<file path="src/rtl/hs_src_fifo_if.sv">
// Producer/synchronizer signal bundle for hs_src_fifo; drop_cnt exists only with HS_SRC_DROP_CNT_EN.
// slave = the FIFO side, master = the producer plus handshake synchronizer side.
interface hs_src_fifo_if #(
   parameter int DW    = 8,
   parameter int DEPTH = 4
);
   localparam int LW = $clog2(DEPTH) + 1;

   logic          wr_en;
   logic [DW-1:0] wr_data;
   logic          full;
   logic          empty;
   logic [LW-1:0] level;
   logic [DW-1:0] adata;
   logic          asend;
   logic          aready;
   logic          stall;

`ifdef HS_SRC_DROP_CNT_EN
   logic [7:0]    drop_cnt;

   modport slave  (input  wr_en, wr_data, aready,
                   output full, empty, level, adata, asend, stall, drop_cnt);
   modport master (output wr_en, wr_data, aready,
                   input  full, empty, level, adata, asend, stall, drop_cnt);
`else
   modport slave  (input  wr_en, wr_data, aready,
                   output full, empty, level, adata, asend, stall);
   modport master (output wr_en, wr_data, aready,
                   input  full, empty, level, adata, asend, stall);
`endif
endinterface

</file>
<file path="src/rtl/hs_src_fifo.sv">
// FIFO feeding a request/acknowledge synchronizer; write-to-asend latency 2 edges, full drops writes.
// Optional HS_SRC_DROP_CNT_EN adds a saturating drop_cnt; stall flags a SEND waiting 256 cycles.
module hs_src_fifo #(
   parameter int DEPTH = 4,
   parameter int DW    = 8
) (
   input logic          aclk,
   input logic          arst,
   hs_src_fifo_if.slave bus
);
   localparam int AW = $clog2(DEPTH);
   localparam int LW = AW + 1;

   typedef enum logic [1:0] {IDLE, SEND, WAIT} state_t;

   state_t        state_q, state_d;
   logic          wait_first_q, wait_first_d;
   logic [DW-1:0] mem_q [DEPTH];
   logic [AW-1:0] wr_ptr_q, rd_ptr_q;
   logic [LW-1:0] level_q, level_d;
   logic [DW-1:0] adata_q, adata_d;
   logic [8:0]    scnt_q, scnt_d;
   logic          stall_q, stall_d;
   logic          full_w, empty_w, push, pop;

   always_comb begin
      full_w       = (level_q == LW'(DEPTH));
      empty_w      = (level_q == '0);
      push         = bus.wr_en && !full_w;
      pop          = 1'b0;
      state_d      = state_q;
      wait_first_d = wait_first_q;
      scnt_d       = scnt_q;
      case (state_q)
         IDLE: begin
            if (!empty_w) begin
               pop     = 1'b1;
               state_d = SEND;
               scnt_d  = '0;
            end
         end
         SEND: begin
            if (bus.aready) begin
               state_d      = WAIT;
               wait_first_d = 1'b1;
            end else if (scnt_q != 9'd256) begin
               scnt_d = scnt_q + 9'd1;
            end
         end
         WAIT: begin
            // aready may still be high from the acceptance, so the first WAIT cycle ignores it
            if (wait_first_q) begin
               wait_first_d = 1'b0;
            end else if (bus.aready) begin
               if (!empty_w) begin
                  pop     = 1'b1;
                  state_d = SEND;
                  scnt_d  = '0;
               end else begin
                  state_d = IDLE;
               end
            end
         end
         default: state_d = IDLE;
      endcase
      stall_d = stall_q | (scnt_d == 9'd256);
      adata_d = pop ? mem_q[rd_ptr_q] : adata_q;
      case ({push, pop})
         2'b10:   level_d = level_q + LW'(1);
         2'b01:   level_d = level_q - LW'(1);
         default: level_d = level_q;
      endcase
   end

   always_ff @(posedge aclk) begin
      if (arst) begin
         state_q      <= IDLE;
         wait_first_q <= 1'b0;
         wr_ptr_q     <= '0;
         rd_ptr_q     <= '0;
         level_q      <= '0;
         adata_q      <= '0;
         scnt_q       <= '0;
         stall_q      <= 1'b0;
      end else begin
         state_q      <= state_d;
         wait_first_q <= wait_first_d;
         level_q      <= level_d;
         adata_q      <= adata_d;
         scnt_q       <= scnt_d;
         stall_q      <= stall_d;
         if (push) wr_ptr_q <= wr_ptr_q + AW'(1);
         if (pop)  rd_ptr_q <= rd_ptr_q + AW'(1);
      end
   end

   // Storage needs no reset: the pointers and level define which entries are valid
   always_ff @(posedge aclk) begin
      if (!arst && push) mem_q[wr_ptr_q] <= bus.wr_data;
   end

   assign bus.full  = full_w;
   assign bus.empty = empty_w;
   assign bus.level = level_q;
   assign bus.adata = adata_q;
   assign bus.asend = (state_q == SEND);
   assign bus.stall = stall_q;

`ifdef HS_SRC_DROP_CNT_EN
   logic [7:0] drop_q;

   always_ff @(posedge aclk) begin
      if (arst) begin
         drop_q <= '0;
      end else if (bus.wr_en && full_w && drop_q != 8'hFF) begin
         drop_q <= drop_q + 8'd1;
      end
   end

   assign bus.drop_cnt = drop_q;
`endif
endmodule

</file>
<file path="src/flat_wrapper.sv">
// flat-port wrapper written by rule: the top's interface ports become plain ports
module hs_src_fifo_flat 
#(
   parameter int DEPTH = 4,
   parameter int DW    = 8
)
  (aclk, arst, bus_wr_en, bus_wr_data, bus_aready, bus_full, bus_empty, bus_level, bus_adata, bus_asend, bus_stall);
  hs_src_fifo_if #(.DW(DW), .DEPTH(DEPTH)) bus_i ();
  input logic aclk;
  input logic arst;
  input wire logic [$bits(bus_i.wr_en)-1:0] bus_wr_en;
  input wire logic [$bits(bus_i.wr_data)-1:0] bus_wr_data;
  input wire logic [$bits(bus_i.aready)-1:0] bus_aready;
  output wire logic [$bits(bus_i.full)-1:0] bus_full;
  output wire logic [$bits(bus_i.empty)-1:0] bus_empty;
  output wire logic [$bits(bus_i.level)-1:0] bus_level;
  output wire logic [$bits(bus_i.adata)-1:0] bus_adata;
  output wire logic [$bits(bus_i.asend)-1:0] bus_asend;
  output wire logic [$bits(bus_i.stall)-1:0] bus_stall;
  assign bus_i.wr_en = bus_wr_en;
  assign bus_i.wr_data = bus_wr_data;
  assign bus_i.aready = bus_aready;
  assign bus_full = bus_i.full;
  assign bus_empty = bus_i.empty;
  assign bus_level = bus_i.level;
  assign bus_adata = bus_i.adata;
  assign bus_asend = bus_i.asend;
  assign bus_stall = bus_i.stall;
  hs_src_fifo #(.DEPTH(DEPTH), .DW(DW)) u_core (.aclk(aclk), .arst(arst), .bus(bus_i));
endmodule
</file>
<file path="config.mk">
export PLATFORM = sky130hd
export DESIGN_NAME = hs_src_fifo_flat
export DESIGN_NICKNAME = d
export VERILOG_FILES = /design/src/rtl/hs_src_fifo_if.sv /design/src/rtl/hs_src_fifo.sv /design/src/flat_wrapper.sv
export SDC_FILE = /design/constraint.sdc
export NUM_CORES = 1
export LEC_CHECK = 0
export CORE_MARGIN = 1.5
export CORE_UTILIZATION = 45
export DETAILED_ROUTE_END_ITERATION = 16
export GPL_TIMING_DRIVEN = 0
export MAX_ROUTING_LAYER = met4
export PLACE_DENSITY = 0.66
export SLEW_MARGIN = 20
export SYNTH_ARGS = -nofsm -noshare
export SYNTH_HDL_FRONTEND = slang
export SYNTH_SLANG_ARGS = --single-unit
</file>
<file path="constraint.sdc">
create_clock -name aclk -period 6.2 [get_ports aclk]
set_clock_uncertainty 0.2 [all_clocks]
set_input_delay 1.24 -clock aclk [delete_from_list [all_inputs] [get_ports aclk]]
set_output_delay 1.24 -clock aclk [all_outputs]
set_load 0.01 [all_outputs]
</file>
==> metrics.txt <==
CTS hold repair buffers=0; setup slack after placement=2340 ps; row cnt=27; cell type with the largest total area after synthesis=edfxtp_1; achievable frequency=286 MHz; first-pass GRT wire length=8370 um; Syn. warnings=0; most frequent standard cell in the layout excluding fill and tap cells=edfxtp_1; Tmin final=3500 ps; clock buffer depth=2; count of cells resized by post-cts repair=0; cts bufs inserted=9; netlist area before placement=between 2000 and 3000 um2; placed wire-length estimate=approximately 3400 um; count of routing violations after the opening detailed-route iteration=133; number of inserted diodes=0; path type of the worst min-delay path=reg -> reg; hold violation total from the final report=0; total design power=about 1.3 mW; placed cells=between 300 and 400; initial cell density of the core=47.7%; Max rail drop VDD=0.000190 V; main area contributors after synthesis=edfxtp_1 (36%), dfxtp_1 (21%), mux4_2 (6.7%); Main synth FF type=edfxtp_1; buffers inserted by post-CTS timing repair=0; number of synthesized register bits=60; residual DRC count=0; post-layout worst setup margin=2700 ps; Final Net Count=276; power density over the cells=407 nW/um2; actual transition at the worst max-transition pin=801 ps; peak fanout along the critical path=10; most frequent cells in the layout=edfxtp_1 (32), nor2_1 (29), dfxtp_1 (28), clkdlybuf4s50_1 (25), a21oi_1 (12); main combinational cell family by area after synthesis=simple AND/OR/NAND/NOR gates; TritonCTS clock tree=built; arithmetic-cell share of the synthesized area counting full adders, half adders and majority gates=4.00%; setup tns final=0 ps; result of the run=finished clean; critical path data arrival time=3550 ps; initial antenna violation count=0; H-tree depth reported by CTS=3; count of buffers from port buffering=25; Final period util=56.4%; cell leakage power=1.17 nW; Routed WL per cell=15.3 um; synthesized instance count=220; Vias per Instance=5.33; cell with the largest stage delay on the worst path=a211oi_1; number of placed I/O pins=27; ordered list of cells on the worst path=buf_6 -> nand2b_1 -> a211oi_1 -> buf_2 -> ha_1 -> inv_1 -> fa_1 -> xor2_1 -> or3_1 -> a21oi_1; overall overflow remaining after global route=0; number of global-route vias before repair=1680; number of synthesized flops with an enable pin=32; top cell type's share of synthesized area=between 30% and 40%; fin. max-slew vios=0; height of the die=80.3 um; mean instance size in the synthesized netlist=12.2 um2; final core utilization=56.9%; buffer type at the clock tree root=clkbuf_8; total number of vias=1768; XOR/XNOR Fraction of Synth Area=2.28%; reg2reg setup slack=3220 ps; layout-stage area growth over the synthesis result=19.4%; global-route total usage across every layer=roughly a fifth; share of synthesized cell area in and, or, nand and nor gates=14.5%; sequential area share after synthesis=roughly 57%; fraction of final layout cells with drive strength greater than 1=about an eighth; wire length after detailed routing=~5000 um; CP startpoint kind=input pin; number of nets with antenna violations after detailed routing=0; count of distinct cell types in the synthesized netlist=46; worst setup path class=in -> reg; Final Setup Violations=0; post-synthesis compound-gate area fraction=approximately 8.5%; async set-reset flop share out of synthesis=0%; total clock sinks=60; Die X-Extent=80.3 um; pin count of the biggest net entering global routing=11; final estimated routing congestion in global placement=0.919; category of the worst setup path capture point=register; final worst hold slack=290 ps; Layout Cells excl Fill=332; clock slew at the register clock pins of the worst setup and hold paths=70 ps; clock insertion delay at the later pin of the skew report=330 ps; post-route cell area=approximately 3200 um2; proportion of synthesized area in mux cells=10.4%; placed standard-cell area=roughly 3000 um2; area of the placeable core=5640 um2; normalized max-slew margin=roughly 47%; Slowest Stage Delay on Critical Path=450 ps; total of max-cap violations=0; Synthesized Nets=240; setup repair after global routing missed its margin=no; drt first pass iters=4; Crit path required time=6250 ps; Die Area=6450 um2
[routing by layer]
layer	GRT usage (%)	share of wire, %	routed length (um)
met1	23.3	47	2380
met2	28.2	47	2400
met3	6.14	5.4	273
met4	6.72	0.90	46
met5	-	0	0
[cells by family after synthesis]
kind of cell,Yosys count
buf+inv,23
fa+ha+maj,8
simple gates,73
mux,18
compound gates,31
flops,60
xor+xnor,7
[flip-flops by register name, summed over array words and instances (netlist names)]
register	count
u_core.mem_q	32
u_core.scnt_q	9
u_core.bus.adata	8
u_core.bus.level	3
u_core.rd_ptr_q	2
u_core.state_q	2
u_core.wr_ptr_q	2
u_core.bus.stall	1
u_core.wait_first_q	1
[Yosys cell counts (2+ instances only)]
cell and count:
edfxtp_1 32, nor2_1 29, dfxtp_1 28, a21oi_1 12, inv_1 11, mux2i_1 10, nand2_1 9, mux4_2 8
and3_1 7, ha_1 7, and2_1 6, clkbuf_1 4, xor2_1 4, inv_2 3, nand2b_1 3, nand3_1 3
nand4_1 3, nor2b_1 3, o22ai_1 3, xnor2_1 3, a22o_1 2, a41oi_1 2, buf_2 2, nor3_1 2
o21ai_0 2, or3_1 2
[path summary, 6_finish.rpt]
check | startpoint | endpoint | cells after the start
worst max-delay path | bus_aready | u_core.bus.level[2] | 10
worst min-delay path | u_core.bus.adata[7] | u_core.bus.adata[7] | 2
worst max register to register | u_core.bus.level[0] | u_core.bus.level[2] | 10
worst min register to register | u_core.bus.adata[7] | u_core.bus.adata[7] | 2
[power breakdown]
group          switching [mW]  leakage, nW  total [mW]  internal (mW)
sequential             0.0325        0.519       0.508          0.476
combinational           0.246        0.565       0.474          0.228
clock                   0.144       0.0838       0.323          0.179
[cell type report]
class	count	area [um2]
flip-flops and latches	60	1520
fillers	497	2430
inverters	14	52.6
well taps	72	90.1
clock inverters	6	56.3
multi-input cells	137	1070
clock buffers	9	124
plain buffers	9	47.5
repair buffers	25	250
[critical path, delay by kind of cell]
family | cells | cell delay, ps
XOR/XNOR | 1 | 160
buffers and inverters | 3 | 580
AND/OR/NAND/NOR | 2 | 380
AO/OA/AOI/OAI | 2 | 590
adder cells (fa/ha/maj) | 2 | 610
(Power assumes the default switching activity.)
